**config.mk**
```make
export PLATFORM = sky130hd
export DESIGN_NAME = onehot_sequence_monitor
export DESIGN_NICKNAME = d
export VERILOG_FILES = /design/src/rtl/onehot_sequence_monitor.sv
export SDC_FILE = /design/constraint.sdc
export NUM_CORES = 1
export LEC_CHECK = 0
export CAP_MARGIN = 20
export CORE_UTILIZATION = 30
export CTS_BUF_LIST = sky130_fd_sc_hd__clkbuf_2 sky130_fd_sc_hd__clkbuf_4 sky130_fd_sc_hd__clkbuf_8
export CTS_CLUSTER_DIAMETER = 150
export DETAILED_ROUTE_END_ITERATION = 6
export GPL_TIMING_DRIVEN = 1
export REMOVE_ABC_BUFFERS = 1
export SETUP_SLACK_MARGIN = 0.05
export SYNTH_ARGS = -nofsm -noshare
export SYNTH_HDL_FRONTEND = slang
export SYNTH_SLANG_ARGS = --single-unit
```
**constraint.sdc**
```tcl
create_clock -name clk -period 3 [get_ports clk]
set_input_delay 0.6 -clock clk [delete_from_list [all_inputs] [get_ports clk]]
set_output_delay 0.6 -clock clk [all_outputs]
set_load 0.1 [all_outputs]
```
**src/rtl/onehot_sequence_monitor.sv**
```systemverilog
// Checks that the coder's one-hot output walks 0001->0010->0100->1000 with ov on each wrap.
// Counts completed frames and errors, and reports a lock status.
module onehot_sequence_monitor #(
    parameter int CNT_W = 8
) (
    input  logic             clk,
    input  logic             reset,
    input  logic             en,
    input  logic [3:0]       code,
    input  logic             ov,
    output logic             locked,
    output logic [1:0]       idx,
    output logic             frame_ok,
    output logic             code_err,
    output logic             seq_err,
    output logic [CNT_W-1:0] frame_cnt,
    output logic [CNT_W-1:0] err_cnt
);

    localparam logic [0:0] UNLOCKED = 1'b0;
    localparam logic [0:0] LOCKED   = 1'b1;
    localparam logic [3:0] FRAME_START = 4'b0001;
    localparam logic [CNT_W-1:0] CNT_ONE = {{(CNT_W-1){1'b0}}, 1'b1};

    logic [0:0] state;
    logic [0:0] state_nxt;
    logic [3:0] expected;
    logic [3:0] expected_nxt;
    logic       one_hot;
    logic [1:0] code_idx;
    logic       hit_code_err;
    logic       hit_seq_err;
    logic       hit_frame;

    // The state register is the lock status; exposing it directly keeps it observable.
    assign locked  = (state == LOCKED);
    assign one_hot = (code != 4'b0000) && ((code & (code - 4'd1)) == 4'b0000);

    always_comb begin
        code_idx = 2'd0;
        case (code)
            4'b0010: code_idx = 2'd1;
            4'b0100: code_idx = 2'd2;
            4'b1000: code_idx = 2'd3;
            default: code_idx = 2'd0;
        endcase
    end

    always_comb begin
        state_nxt    = state;
        expected_nxt = expected;
        hit_code_err = 1'b0;
        hit_seq_err  = 1'b0;
        hit_frame    = 1'b0;
        if (!one_hot) begin
            hit_code_err = 1'b1;
            state_nxt    = UNLOCKED;
            expected_nxt = FRAME_START;
        end else if (state == UNLOCKED) begin
            // ov is deliberately ignored on the lock cycle.
            if (code == FRAME_START) begin
                state_nxt    = LOCKED;
                expected_nxt = {FRAME_START[2:0], FRAME_START[3]};
            end
        end else if ((code != expected) || ((code == FRAME_START) != ov)) begin
            hit_seq_err  = 1'b1;
            state_nxt    = UNLOCKED;
            expected_nxt = FRAME_START;
        end else begin
            expected_nxt = {expected[2:0], expected[3]};
            hit_frame    = (code == FRAME_START);
        end
    end

    // en qualifies sampling: with en low every register holds and the pulses drop to 0.
    always_ff @(posedge clk) begin
        if (!reset) begin
            state     <= UNLOCKED;
            expected  <= FRAME_START;
            idx       <= 2'd0;
            frame_ok  <= 1'b0;
            code_err  <= 1'b0;
            seq_err   <= 1'b0;
            frame_cnt <= '0;
            err_cnt   <= '0;
        end else begin
            frame_ok <= en & hit_frame;
            code_err <= en & hit_code_err;
            seq_err  <= en & hit_seq_err;
            if (en) begin
                state    <= state_nxt;
                expected <= expected_nxt;
                if (one_hot) begin
                    idx <= code_idx;
                end
                if (hit_frame) begin
                    frame_cnt <= frame_cnt + CNT_ONE;
                end
                if ((hit_code_err || hit_seq_err) && (err_cnt != {CNT_W{1'b1}})) begin
                    err_cnt <= err_cnt + CNT_ONE;
                end
            end
        end
    end

endmodule

```
Word-level counts from Yosys, hierarchy flattened
Cells that the tools add are included.
W data, S select, Z words.
{ "totals": {"reg_bits": 26, "in_bits": 8, "out_inout_bits": 22, "elab_cells": 49} }
{ "op_classes": {"addsub": 3, "n_eq_ne": 8, "muxes": 16, "n_bitwise": 4, "n_reduce_logical": 10} }
{ "ops": {"columns": ["op", "count"], "rows": [
  ["$add A8 B1 Y8 const B", 2],
  ["$mux W4", 4],
  ["$mux W1", 11],
  ["$ne A8 B8 Y1 const B", 1],
  ["$reduce_and A2 Y1", 4],
  ["$pmux W2 S3", 1],
  ["$and A4 B4 Y4", 1],
  ["$eq A4 B1 Y1 const B", 1],
  ["$eq A4 B2 Y1 const B", 1],
  ["$eq A4 B3 Y1 const B", 1],
  ["$eq A4 B4 Y1 const B", 1],
  ["$logic_not A4 Y1", 1],
  ["$ne A4 B4 Y1", 1],
  ["$reduce_bool A4 Y1", 1],
  ["$sub A4 B1 Y4 const B", 1],
  ["$and A1 B1 Y1", 3],
  ["$ne A3 B2 Y1 const B", 1],
  ["$logic_and A1 B1 Y1", 2],
  ["$logic_or A1 B1 Y1", 2],
  ["$ne A1 B1 Y1", 1]
]} }

Depth between registers and ports, before layout
Gate-level depths: netlist of run 1.
{ "depth": {"ltp_word": 9, "mapped_depth": 7, "mapped_depth_nobuf": 5} }

Worst setup path after synthesis of run 1
No wires, ideal clock.
{ "synth_timing": {"path_kind": "register to register", "start": "reg state, in the netlist locked", "end": "reg err_cnt[7]", "setup_ns": 0.127, "t_arrival_ns": 2.205, "required_ns": 2.873, "slack_ns": 0.668, "path_stages_with_launch": 5, "path_buffers": 0, "synth_period_minus_slack_ns": 2.332, "cell_sequence": "dfxtp_1 -> nand2_1 -> o21bai_4 -> a2111oi_0 -> o21ai_1"} }
{ "synth_via": {"elab_chain_len": 5} }
{ "synth_rtl": {"columns": ["element", "line", "text"], "rows": [
  ["start: declaration", "25", "logic [0:0] state;"],
  ["start signal: assignment", "91", "state <= state_nxt;"],
  ["$mux W1", "59", "end else if (state == UNLOCKED) begin"],
  ["$mux W1", "55", "if (!one_hot) begin"],
  ["$logic_or A1 B1 Y1", "99", "if ((hit_code_err || hit_seq_err) && (err_cnt != {CNT_W{1'b1}})) begin"],
  ["$logic_and A1 B1 Y1", "99", null],
  ["$reduce_and A2 Y1 (no line)", null, null],
  ["end signal: assignment", "100", "err_cnt <= err_cnt + CNT_ONE;"],
  ["end: declaration", "17", "output logic [CNT_W-1:0] err_cnt"]
]} }
No other way between the ends.
A chain may end at the register's enable or synchronous reset.

Final worst setup path of run 1
{ "layout_timing": {"start": "in code[1]", "end": "reg err_cnt[0]"} }
{ "layout_via": {"elab_chain_len": 9, "elab_cells_between_ends": 16, "classes_between": "add/sub (1); eq/ne (3); mux (4); bitwise (1); reduce/logical (7)"} }
{ "layout_rtl": {"columns": ["element", "line", "text"], "rows": [
  ["start: declaration", "9", "input logic [3:0] code,"],
  ["parallel branches: the longest is 6 deep, another holds $sub A4 B1 Y4", null, null],
  ["$logic_or A1 B1 Y1 *", "99", null],
  ["$logic_and A1 B1 Y1 *", "99", null],
  ["$reduce_and A2 Y1 (no line) *", null, null]
]} }
Mark *: on every way between the ends.

==> flow_summary_export.csv, run 1 <==
group,metric,value,unit
grt,grt_max_degree,24,
die,start_util,0.321,
clock_tree,path_clk_slew,0.09,ns
drt,routedWlPerCell,12.0,um
drt,num_vias,1328,
min_path,hp-class,"reg2reg",
worst_setup_path,crit_path_max_fanout,10,
drt,drt_iter0_markers,43,
grt,grt_use_total,0.129,
synthesis,synth_flop_cell,"dfxtp_1",
worst_setup_path,crit_slowest_cell,"or4b_1",
pwr,powerDensity,362,mW/mm^2
sta,max_freq,0.403,GHz
pwr,switching_share,0.296,
run,cap_viol_max_count,0,
clock_tree,cts.htree.levels,1,
cells_and_area,nets,221,
drt,final_antenna_net_count,0,
placed_design,placement.io_buffers,29,
pwr,power.leakage,0.747,nW
clock_tree,clock_latency,0.27,ns
synthesis,synth_cells,174,
worst_setup_path,crit_chain,"clkdlybuf4s50_1 -> xor2_2 -> or4b_1 -> buf_4 -> o21bai_4 -> a21o_1 -> mux2i_1",
drt,wl,3.32,mm
placed_design,gp_congestion,0.755,
clock_tree,cts_hold_buf,0,
worst_setup_path,path_class,"in2reg",
die,die_area,0.00548,sq mm
outcome,status,"completed",
pwr,vdd_drop_max,135,uV
grt,grt_pass1_vias,1121,
grt,grt_first_pass_wirelength,5.42,mm
die,boundaryPins,30,
sta,rsz0062_at_grt,"no",
die,row_count,25,
pwr,p_sw,0.000204,W
die,core,0.00485,sq mm
grt,grt_overflow_total,0,
synthesis,yosys_warnings,0,
sta,finalHoldViolCount,0,
cells_and_area,antennaDiodeCount,0,
synthesis,synthArstFlopShare,0,
pwr,power.share.clock,0.286,
synthesis,ys_seq_area_frac,0.334,
drt,drc,0,
clock_tree,cts_setup_buffers,0,
clock_tree,numCtsBuffers,3,
pwr,combPwrFrac,0.195,
placed_design,dpl_cell_area,0.00187,sq mm
cells_and_area,multi_input_area,910,sq um
sta,setup_viol,0,
worst_setup_path,r2r_start,"expected[1]",
worst_setup_path,max_stage_delay,0.54,ns
grt,antenna_found_initial,0,
drt,viasPerCell,4.81,
die,die_h,74.0,um
placed_design,hpwl,2.45,mm
min_path,holdCritStartpoint,"err_cnt[3]",
clock_tree,clock_sinks,26,
synthesis,synth.distinct_cells,43,
pwr,p_int,0.000486,W
worst_setup_path,crit_start,"code[1]",
pwr,p_seq_frac,0.519,
cells_and_area,drive_above_1_share,0.225,
worst_setup_path,setup.worst_path.end_class,"flip-flop",
sta,slew_violations,0,
clock_tree,cts_resized,0,
synthesis,synth_edf_count,0,
die,fp.dieW,74.0,um
sta,fin_worst_skew,0.00285,ns
worst_setup_path,worstSetupStartpointType,"input pin",
sta,relSlewSlack,0.755,
synthesis,synth.avg_cell_area,8.95,sq um
synthesis,synth_seq_cells,26,
sta,min_period_over_period,0.827,
sta,tightest_slew,0.358,ns
worst_setup_path,cp.required,3.21,ns
clock_tree,clockRootBuffer,"clkbuf_8",
synthesis,netlist_area,0.00156,sq mm
worst_setup_path,crit_arrival,2.69,ns
sta,hold_slack,0.481,ns
cells_and_area,area.sequential,520,sq um
drt,firstDrtPassIters,4,
cells_and_area,syn_to_final_growth,22.5,%
clock_tree,clk_path_buf_depth,2,
cells_and_area,final_cell_area,0.00191,sq mm
cells_and_area,fillers,512,
sta,period_minus_slack,2.48,ns
clock_tree,cts_tree,"built",
sta,tns,0,ns
-- area by class of cell --
type	instances	share of cell area
Inverter	7	0.0138
Tap cell	67	0.0440
Timing Repair Buffer	41	0.171
Sequential cell	26	0.273
Clock buffer	3	0.0217
Multi-Input combinational cell	132	0.477
-- metal layers --
metal | part of all wire | vias up | track usage
met5 | 0 | - | 0
met4 | 0.016 | 0 | 0.0641
met3 | 0.046 | 4 | 0.0176
met2 | 0.42 | 34 | 0.194
met1 | 0.51 | 601 | 0.179
li1 | - | 689 | -
-- worst max-delay path: cells and delay by family --
| kind | cells | cell delay (ns) |
|---|---|---|
| buffers and inverters | 2 | 0.72 |
| xor gates and xnor gates | 1 | 0.20 |
| AOI/OAI and AO/OA | 2 | 0.44 |
| and+or+nand+nor | 1 | 0.54 |
| muxes | 1 | 0.18 |
-- power groups by stage --
stage          Sequential, W  Combinational (W)  Clock [W]
2_1_floorplan       0.000403          0.0000426          0
3_3_place_gp        0.000366           0.000135          0
3_5_place_dp        0.000366           0.000135          0
4_1_cts             0.000358           0.000135   0.000209
5_1_grt             0.000359           0.000145   0.000223
6_report            0.000358           0.000135   0.000198
-- metrics by stage --
stage / power, W / setup WS, ns / cells / utilization
after floorplan: 0.000446 / 0.663 / 165 / -
after global placement: 0.000501 / 0.293 / 273 / 0.385
after detailed placement: 0.000501 / 0.264 / 273 / 0.385
after CTS: 0.000702 / 0.524 / 276 / 0.393
after global routing: 0.000727 / 0.422 / 276 / 0.393
final: 0.000690 / 0.518 / 276 / 0.393
-- placed cells by master (no fill, tap or decap), types with 2 or more instances in the layout --
cell	netlist	routed
clkdlybuf4s50_1	0	7
and2_1	2	2
o211ai_1	2	2
clkbuf_8	0	3
mux2i_1	8	8
nor2_1	11	11
xor2_1	4	4
o21ai_0	7	7
xor2_2	3	3
or3_1	2	2
inv_1	7	7
a21oi_1	10	10
nand3_1	7	7
nand2_1	21	21
and4_1	2	2
nand4_1	4	4
nand3b_1	3	3
nor3_1	3	3
buf_4	0	34
ha_1	2	2
nand2b_1	8	8
nor4_1	3	3
a211oi_1	8	8
dfxtp_1	26	26
xnor2_1	5	5
-- path summary, 6_finish.rpt --
check             slack (ns)    endpoint  cells after the start
setup / recovery        0.52  err_cnt[0]                      7
hold / removal          0.48  err_cnt[3]                      2
setup reg to reg        1.02  err_cnt[0]                      6
hold reg to reg         0.48  err_cnt[3]                      2
-- flip-flops by register name, indices dropped and copies added, names as in the netlist --
name / flops
locked: 1
frame_cnt: 8
err_cnt: 8
idx: 2
code_err: 1
frame_ok: 1
seq_err: 1
expected: 4
-- synthesized netlist by cell type, drive strengths merged (3+ instances only) --
cell,count,share of area
nand3b,3,0.014
nand4,4,0.016
and2,3,0.013
nor2,11,0.027
o21ai,8,0.026
inv,7,0.017
buf,6,0.039
xor2,7,0.054
dfxtp,26,0.33
a21oi,10,0.032
mux2i,8,0.051
xnor2,5,0.028
a211oi,8,0.039
nand2,21,0.051
nand2b,8,0.032
nand3,7,0.023
nor4,4,0.026
nor3,4,0.020
-- logic make-up (layout without fill, tap and decap cells) --
group,count (synthesis),in the layout,synth area share
simple gates,72,72,0.266
xor+xnor,12,12,0.0820
mux,8,8,0.0514
buf+inv,16,51,0.0812
compound gates,38,38,0.169
flops,26,26,0.334
fa+ha+maj,2,2,0.0161
(Power assumes the default switching activity.)
==> inputs of run 2 (changes only) <==
- clock period: 3 -> 2.17 ns (I/O delays scaled with it)
==> run 2 against run 1 <==
Critical endpoint is now frame_cnt[7]. Sequential share of layout area decreased by 2.1 points. Combinational power up 53%. Critical path type unchanged. Die area did not move. Largest cell class unchanged. Highest routed layer unchanged.
==> flow_summary_export.csv, run 2 (synthesis gave the netlist of run 1 again) <==
group,metric,value,unit
sta,tightest_slew,0.360,ns
pwr,combPwrFrac,0.204,
placed_design,gp_congestion,0.775,
pwr,p_int,0.000725,W
cells_and_area,reg_top3,"err_cnt (8), frame_cnt (8), expected (4)",
sta,setup_viol,0,
worst_setup_path,setup.worst_path.end_class,"flip-flop",
sta,min_period_over_period,0.905,
die,die_h,74.0,um
pwr,p_seq_frac,0.486,
worst_setup_path,rrSetupSlack,0.24,ns
sta,setup_ws,0.206,ns
drt,viasPerCell,4.75,
clock_tree,cts_hold_buf,0,
run,cap_viol_max_count,0,
cells_and_area,fillers,517,
clock_tree,clock_latency,0.27,ns
drt,firstDrtPassIters,4,
die,core,0.00485,sq mm
outcome,status,"completed",
placed_design,dpl_cell_area,0.00194,sq mm
worst_setup_path,r2r_cells,6,
worst_setup_path,reg2reg_to,"frame_cnt[7]",
sta,fin_worst_skew,0.00227,ns
worst_setup_path,r2r_start,"expected[1]",
pwr,vdd_drop_max,266,uV
pwr,power.leakage,0.847,nW
cells_and_area,syn_to_final_growth,33.0,%
grt,grt_pass1_vias,1236,
grt,grt_use_total,0.130,
clock_tree,clk_path_buf_depth,2,
drt,met2_length,1.54,mm
drt,routedWlPerCell,12.0,um
pwr,power.share.clock,0.310,
worst_setup_path,path_class,"in2reg",
placed_design,hpwl,2.49,mm
sta,slew_violations,0,
worst_setup_path,crit_path_max_fanout,5,
pwr,switching_share,0.288,
drt,drt_iter0_markers,42,
grt,grt_overflow_total,0,
sta,period_minus_slack,1.96,ns
drt,final_antenna_net_count,0,
pwr,p_sw,0.000293,W
min_path,hp-class,"reg2reg",
worst_setup_path,crit_start,"code[1]",
grt,grt_max_degree,24,
cells_and_area,mostFrequentLayoutCell,"buf_4",
drt,dr_wl_met3,117,um
clock_tree,cts.htree.levels,1,
worst_setup_path,crit_arrival,2.13,ns
die,boundaryPins,30,
worst_setup_path,cp.required,2.34,ns
clock_tree,cts_tree,"built",
pwr,finalPower,0.00102,W
pwr,powerDensity,492,mW/mm^2
cells_and_area,antennaDiodeCount,0,
drt,wl_met1,1.79,mm
sta,rsz0062_at_grt,"no",
clock_tree,clockRootBuffer,"clkbuf_8",
clock_tree,path_clk_slew,0.09,ns
die,fp.dieW,74.0,um
worst_setup_path,worstSetupStartpointType,"input pin",
clock_tree,numCtsBuffers,3,
sta,max_freq,0.509,GHz
sta,finalHoldViolCount,0,
drt,num_vias,1377,
drt,routed.top_layer,"met4",
placed_design,placement.io_buffers,29,
cells_and_area,drive_above_1_share,0.291,
grt,grt_first_pass_wirelength,5.64,mm
drt,wl,3.47,mm
die,die_area,0.00548,sq mm
die,row_count,25,
grt,antenna_found_initial,0,
placed_design,dp_slack,-0.371,ns
clock_tree,clock_sinks,26,
worst_setup_path,crit_end,"frame_cnt[7]",
die,start_util,0.321,
sta,hold_slack,0.490,ns
cells_and_area,final_cell_mix,"buf_4 (43), dfxtp_1 (26), nand2_1 (21)",
cells_and_area,final_cell_area,0.00207,sq mm
sta,relSlewSlack,0.757,
drt,drc,0,
sta,tns,0,ns
cells_and_area,nets,234,
run 2: cell count changes in the layout (fill, tap and decap cells not counted), sizes merged:
cell | previous run | this run
buf | 34 | 46
clkbuf | 3 | 4
clkdlybuf4s50 | 7 | 3
dlygate4sd2 | 0 | 2
dlymetal6s2s | 0 | 2
o21bai | 1 | 2
run 2: power by group through the flow:
stage / logic (W) / clock network [W] / registers [W]
after CTS: 0.000207 / 0.000333 / 0.000495
after floorplan: 0.0000589 / 0 / 0.000557
final: 0.000207 / 0.000315 / 0.000494
after global routing: 0.000222 / 0.000351 / 0.000496
after global placement: 0.000199 / 0 / 0.000506
after detailed placement: 0.000200 / 0 / 0.000506
run 2: what timing repair did:
action                     4_1_cts  5_1_grt
resized for setup                9        7
setup endpoints to repair       16       18
cloned                           2        0
buffers inserted                 1        0
pin swaps                        4        5
run 2: worst min-delay path by stage:
stage / startpoint / to / slack, ns / cells past startpoint
CTS: expected[3] / expected[3] / 0.49 / 2
global placement: err_cnt[3] / err_cnt[3] / 0.47 / 2
global route: expected[3] / expected[3] / 0.52 / 2
floorplan: expected[3] / expected[3] / 0.46 / 2
detailed placement: expected[3] / expected[3] / 0.48 / 2
finish: err_cnt[3] / err_cnt[3] / 0.49 / 2
run 2: area by class of cell:
| cell class | instances | area, sq um | area share |
|---|---|---|---|
| Multi-Input combinational cell | 133 | 955 | 0.461 |
| Clock buffer | 4 | 55.1 | 0.0266 |
| Timing Repair Buffer | 53 | 429 | 0.207 |
| Sequential cell | 26 | 520 | 0.252 |
| Inverter | 7 | 26.3 | 0.0127 |
| Tap cell | 67 | 83.8 | 0.0405 |
run 2: critical path: stages:
cell and delay (ns):
dlygate4sd2_1 0.26, xor2_2 0.15, or4b_4 0.57, buf_6 0.16, nor4_4 0.32, a21o_2 0.17
a21oi_1 0.05
run 2: per-stage QoR:
step,util,cells
global placement,0.400,283
finish,0.427,290
global route,0.427,290
detailed placement,0.400,283
CTS,0.423,290
floorplan,-,165
run 2: routing by layer:
metal | up-vias | GRT usage
li1 | 720 | -
met1 | 636 | 0.179
met2 | 19 | 0.209
met3 | 2 | 0.0190
met4 | 0 | 0.0449
met5 | - | 0
==> inputs of run 3 (changes only) <==
- CTS_CLUSTER_SIZE: unset -> 8
- clock period: 2.17 -> 1.6 ns (I/O delays scaled with it)
==> run 3 against run 2 <==
The flow now finishes with violations (setup timing). Sequential cell count did not move. Count of clock-buffer cells in the layout fell by 1. Hold slack improved by 0.038 ns. Worst setup slack got worse by 0.51 ns. Global-route usage rose by 2.6 points. Utilization rose by 14 points. Critical endpoint is now expected[1].
==> flow_summary_export.csv, run 3 (synthesis gave the netlist of run 1 again) <==
group,metric,value,unit
placed_design,dp_slack,-0.814,ns
placed_design,hpwl,2.56,mm
sta,relSlewSlack,0.731,
pwr,power.leakage,1.10,nW
clock_tree,cts_hold_buf,0,
sta,period_minus_slack,1.91,ns
die,fp.dieW,74.0,um
drt,firstDrtPassIters,4,
grt,grt_overflow_total,0,
worst_setup_path,r2r_cells,7,
worst_setup_path,crit_path_max_fanout,8,
drt,viasPerCell,4.84,
drt,final_antenna_net_count,0,
clock_tree,clock_latency,0.27,ns
cells_and_area,syn_to_final_growth,77.3,%
drt,num_vias,1539,
pwr,p_sw,0.000446,W
pwr,combPwrFrac,0.239,
grt,grt_use_total,0.157,
grt,antenna_found_initial,0,
clock_tree,cts_tree,"built",
die,die_area,0.00548,sq mm
cells_and_area,reg_top3,"err_cnt (8), frame_cnt (8), expected (4)",
outcome,status,"finished, violations left",
drt,wl,4.30,mm
min_path,hp-class,"in2reg",
placed_design,dpl_cell_area,0.00232,sq mm
grt,grt_max_degree,16,
pwr,switching_share,0.277,
min_path,hold-path-endpoint,"idx[0]",
sta,setup_ws,-0.306,ns
sta,rsz0062_at_grt,"yes",
grt,grt_first_pass_wirelength,6.67,mm
clock_tree,clockRootBuffer,"clkbuf_8",
sta,min_period_over_period,1.19,
cells_and_area,drive_above_1_share,0.446,
worst_setup_path,worstSetupStartpointType,"flip-flop",
cells_and_area,antennaDiodeCount,0,
pwr,power.share.clock,0.346,
sta,fin_worst_skew,0.00213,ns
min_path,min_path_cells,5,
die,boundaryPins,30,
die,row_count,25,
min_path,holdCritStartpoint,"code[3]",
pwr,p_int,0.00116,W
worst_setup_path,crit_start,"expected[0]",
pwr,vdd_drop_max,343,uV
worst_setup_path,crit_arrival,2.09,ns
worst_setup_path,r2r_start,"expected[0]",
clock_tree,numCtsBuffers,3,
worst_setup_path,path_class,"reg2reg",
die,start_util,0.321,
clock_tree,path_clk_slew,0.09,ns
placed_design,placement.io_buffers,29,
cells_and_area,mostFrequentLayoutCell,"buf_4",
worst_setup_path,reg2reg_to,"expected[1]",
die,core,0.00485,sq mm
grt,grt_pass1_vias,1418,
drt,routedWlPerCell,13.5,um
sta,slew_violations,0,
sta,setup_viol,22,
worst_setup_path,cp.required,1.78,ns
worst_setup_path,rrSetupSlack,-0.31,ns
clock_tree,cts.htree.levels,1,
cells_and_area,final_util,0.569,
clock_tree,clk_path_buf_depth,2,
cells_and_area,final_cell_mix,"buf_4 (37), dfxtp_1 (24), buf_12 (23)",
drt,drt_iter0_markers,44,
sta,tightest_slew,0.402,ns
placed_design,gp_congestion,0.750,
sta,finalHoldViolCount,0,
cells_and_area,fillers,401,
die,die_h,74.0,um
cells_and_area,final_cell_area,0.00276,sq mm
sta,max_freq,0.525,GHz
worst_setup_path,setup.worst_path.end_class,"flip-flop",
cells_and_area,nets,262,
run,cap_viol_max_count,0,
clock_tree,clock_sinks,26,
pwr,p_seq_frac,0.415,
pwr,powerDensity,583,mW/mm^2
drt,drc,0,
outcome,violations,"setup timing",
==> run 3: changes by cell type in the layout (fill, tap and decap cells not counted), sizes merged <==
cell	before	now
dlymetal6s2s	2	0
bufinv	0	1
buf	46	77
dlygate4sd2	2	0
==> run 3: layout make-up <==
type / count / area (sq um) / area share
clock buffer: 3 / 41.3 / 0.0150
multi-input combinational: 133 / 1090 / 0.396
inverter: 7 / 26.3 / 0.00952
tap: 67 / 83.8 / 0.0304
timing repair buffer: 81 / 962 / 0.349
clock inverter: 1 / 30.0 / 0.0109
sequential: 26 / 523 / 0.189
==> run 3: how the worst max path moves through the flow <==
stage / end / slack, ns / depth (start not counted)
6_report: expected[1] / -0.31 / 7
2_1_floorplan: err_cnt[7] / -0.74 / 4
4_1_cts: frame_cnt[7] / -0.24 / 7
3_5_place_dp: err_cnt[7] / -0.81 / 8
5_1_grt: expected[1] / -0.41 / 7
3_3_place_gp: frame_cnt[6] / -0.78 / 7
==> run 3: through the flow <==
stage	total power (W)	std cells	setup TNS [ns]	hold slack, ns
detailed placement	0.000998	297	-16.99	0.528
CTS	0.00159	313	-3.88	0.545
global route	0.00168	318	-5.97	0.564
global placement	0.000996	297	-16.84	0.525
finish	0.00161	318	-4.23	0.528
floorplan	0.000836	165	-11.27	0.455
==> run 3: per-layer routing <==
| metal | routed length (um) | GRT usage | up-vias |
|---|---|---|---|
| li1 | - | - | 772 |
| met1 | 1930 | 0.211 | 723 |
| met3 | 139 | 0.0176 | 6 |
| met4 | 69 | 0.0598 | 0 |
| met2 | 2160 | 0.258 | 38 |
| met5 | 0 | 0 | - |
==> run 3: timing repair <==
action / CTS / global route
gates resized for setup: 42 / 26
setup endpoints to repair: 25 / 25
buffers inserted: 10 / 6
pin swaps: 30 / 16
gates cloned: 2 / 0
==> run 3: critical path, cell delays in order, from the launching register on <==
cell and delay (ns):
dfxtp_2 0.35, xor2_2 0.14, or4b_4 0.54, buf_8 0.16, buf_4 0.13, a211oi_2 0.19
a21oi_1 0.07, o31ai_1 0.22
==> run 3: power by group through the flow <==
stage / Sequential, W / Combinational, W / Clock (W)
floorplan: 0.000756 / 0.0000798 / 0
global placement: 0.000682 / 0.000313 / 0
detailed placement: 0.000683 / 0.000315 / 0
CTS: 0.000668 / 0.000352 / 0.000567
global route: 0.000671 / 0.000407 / 0.000606
finish: 0.000668 / 0.000384 / 0.000557
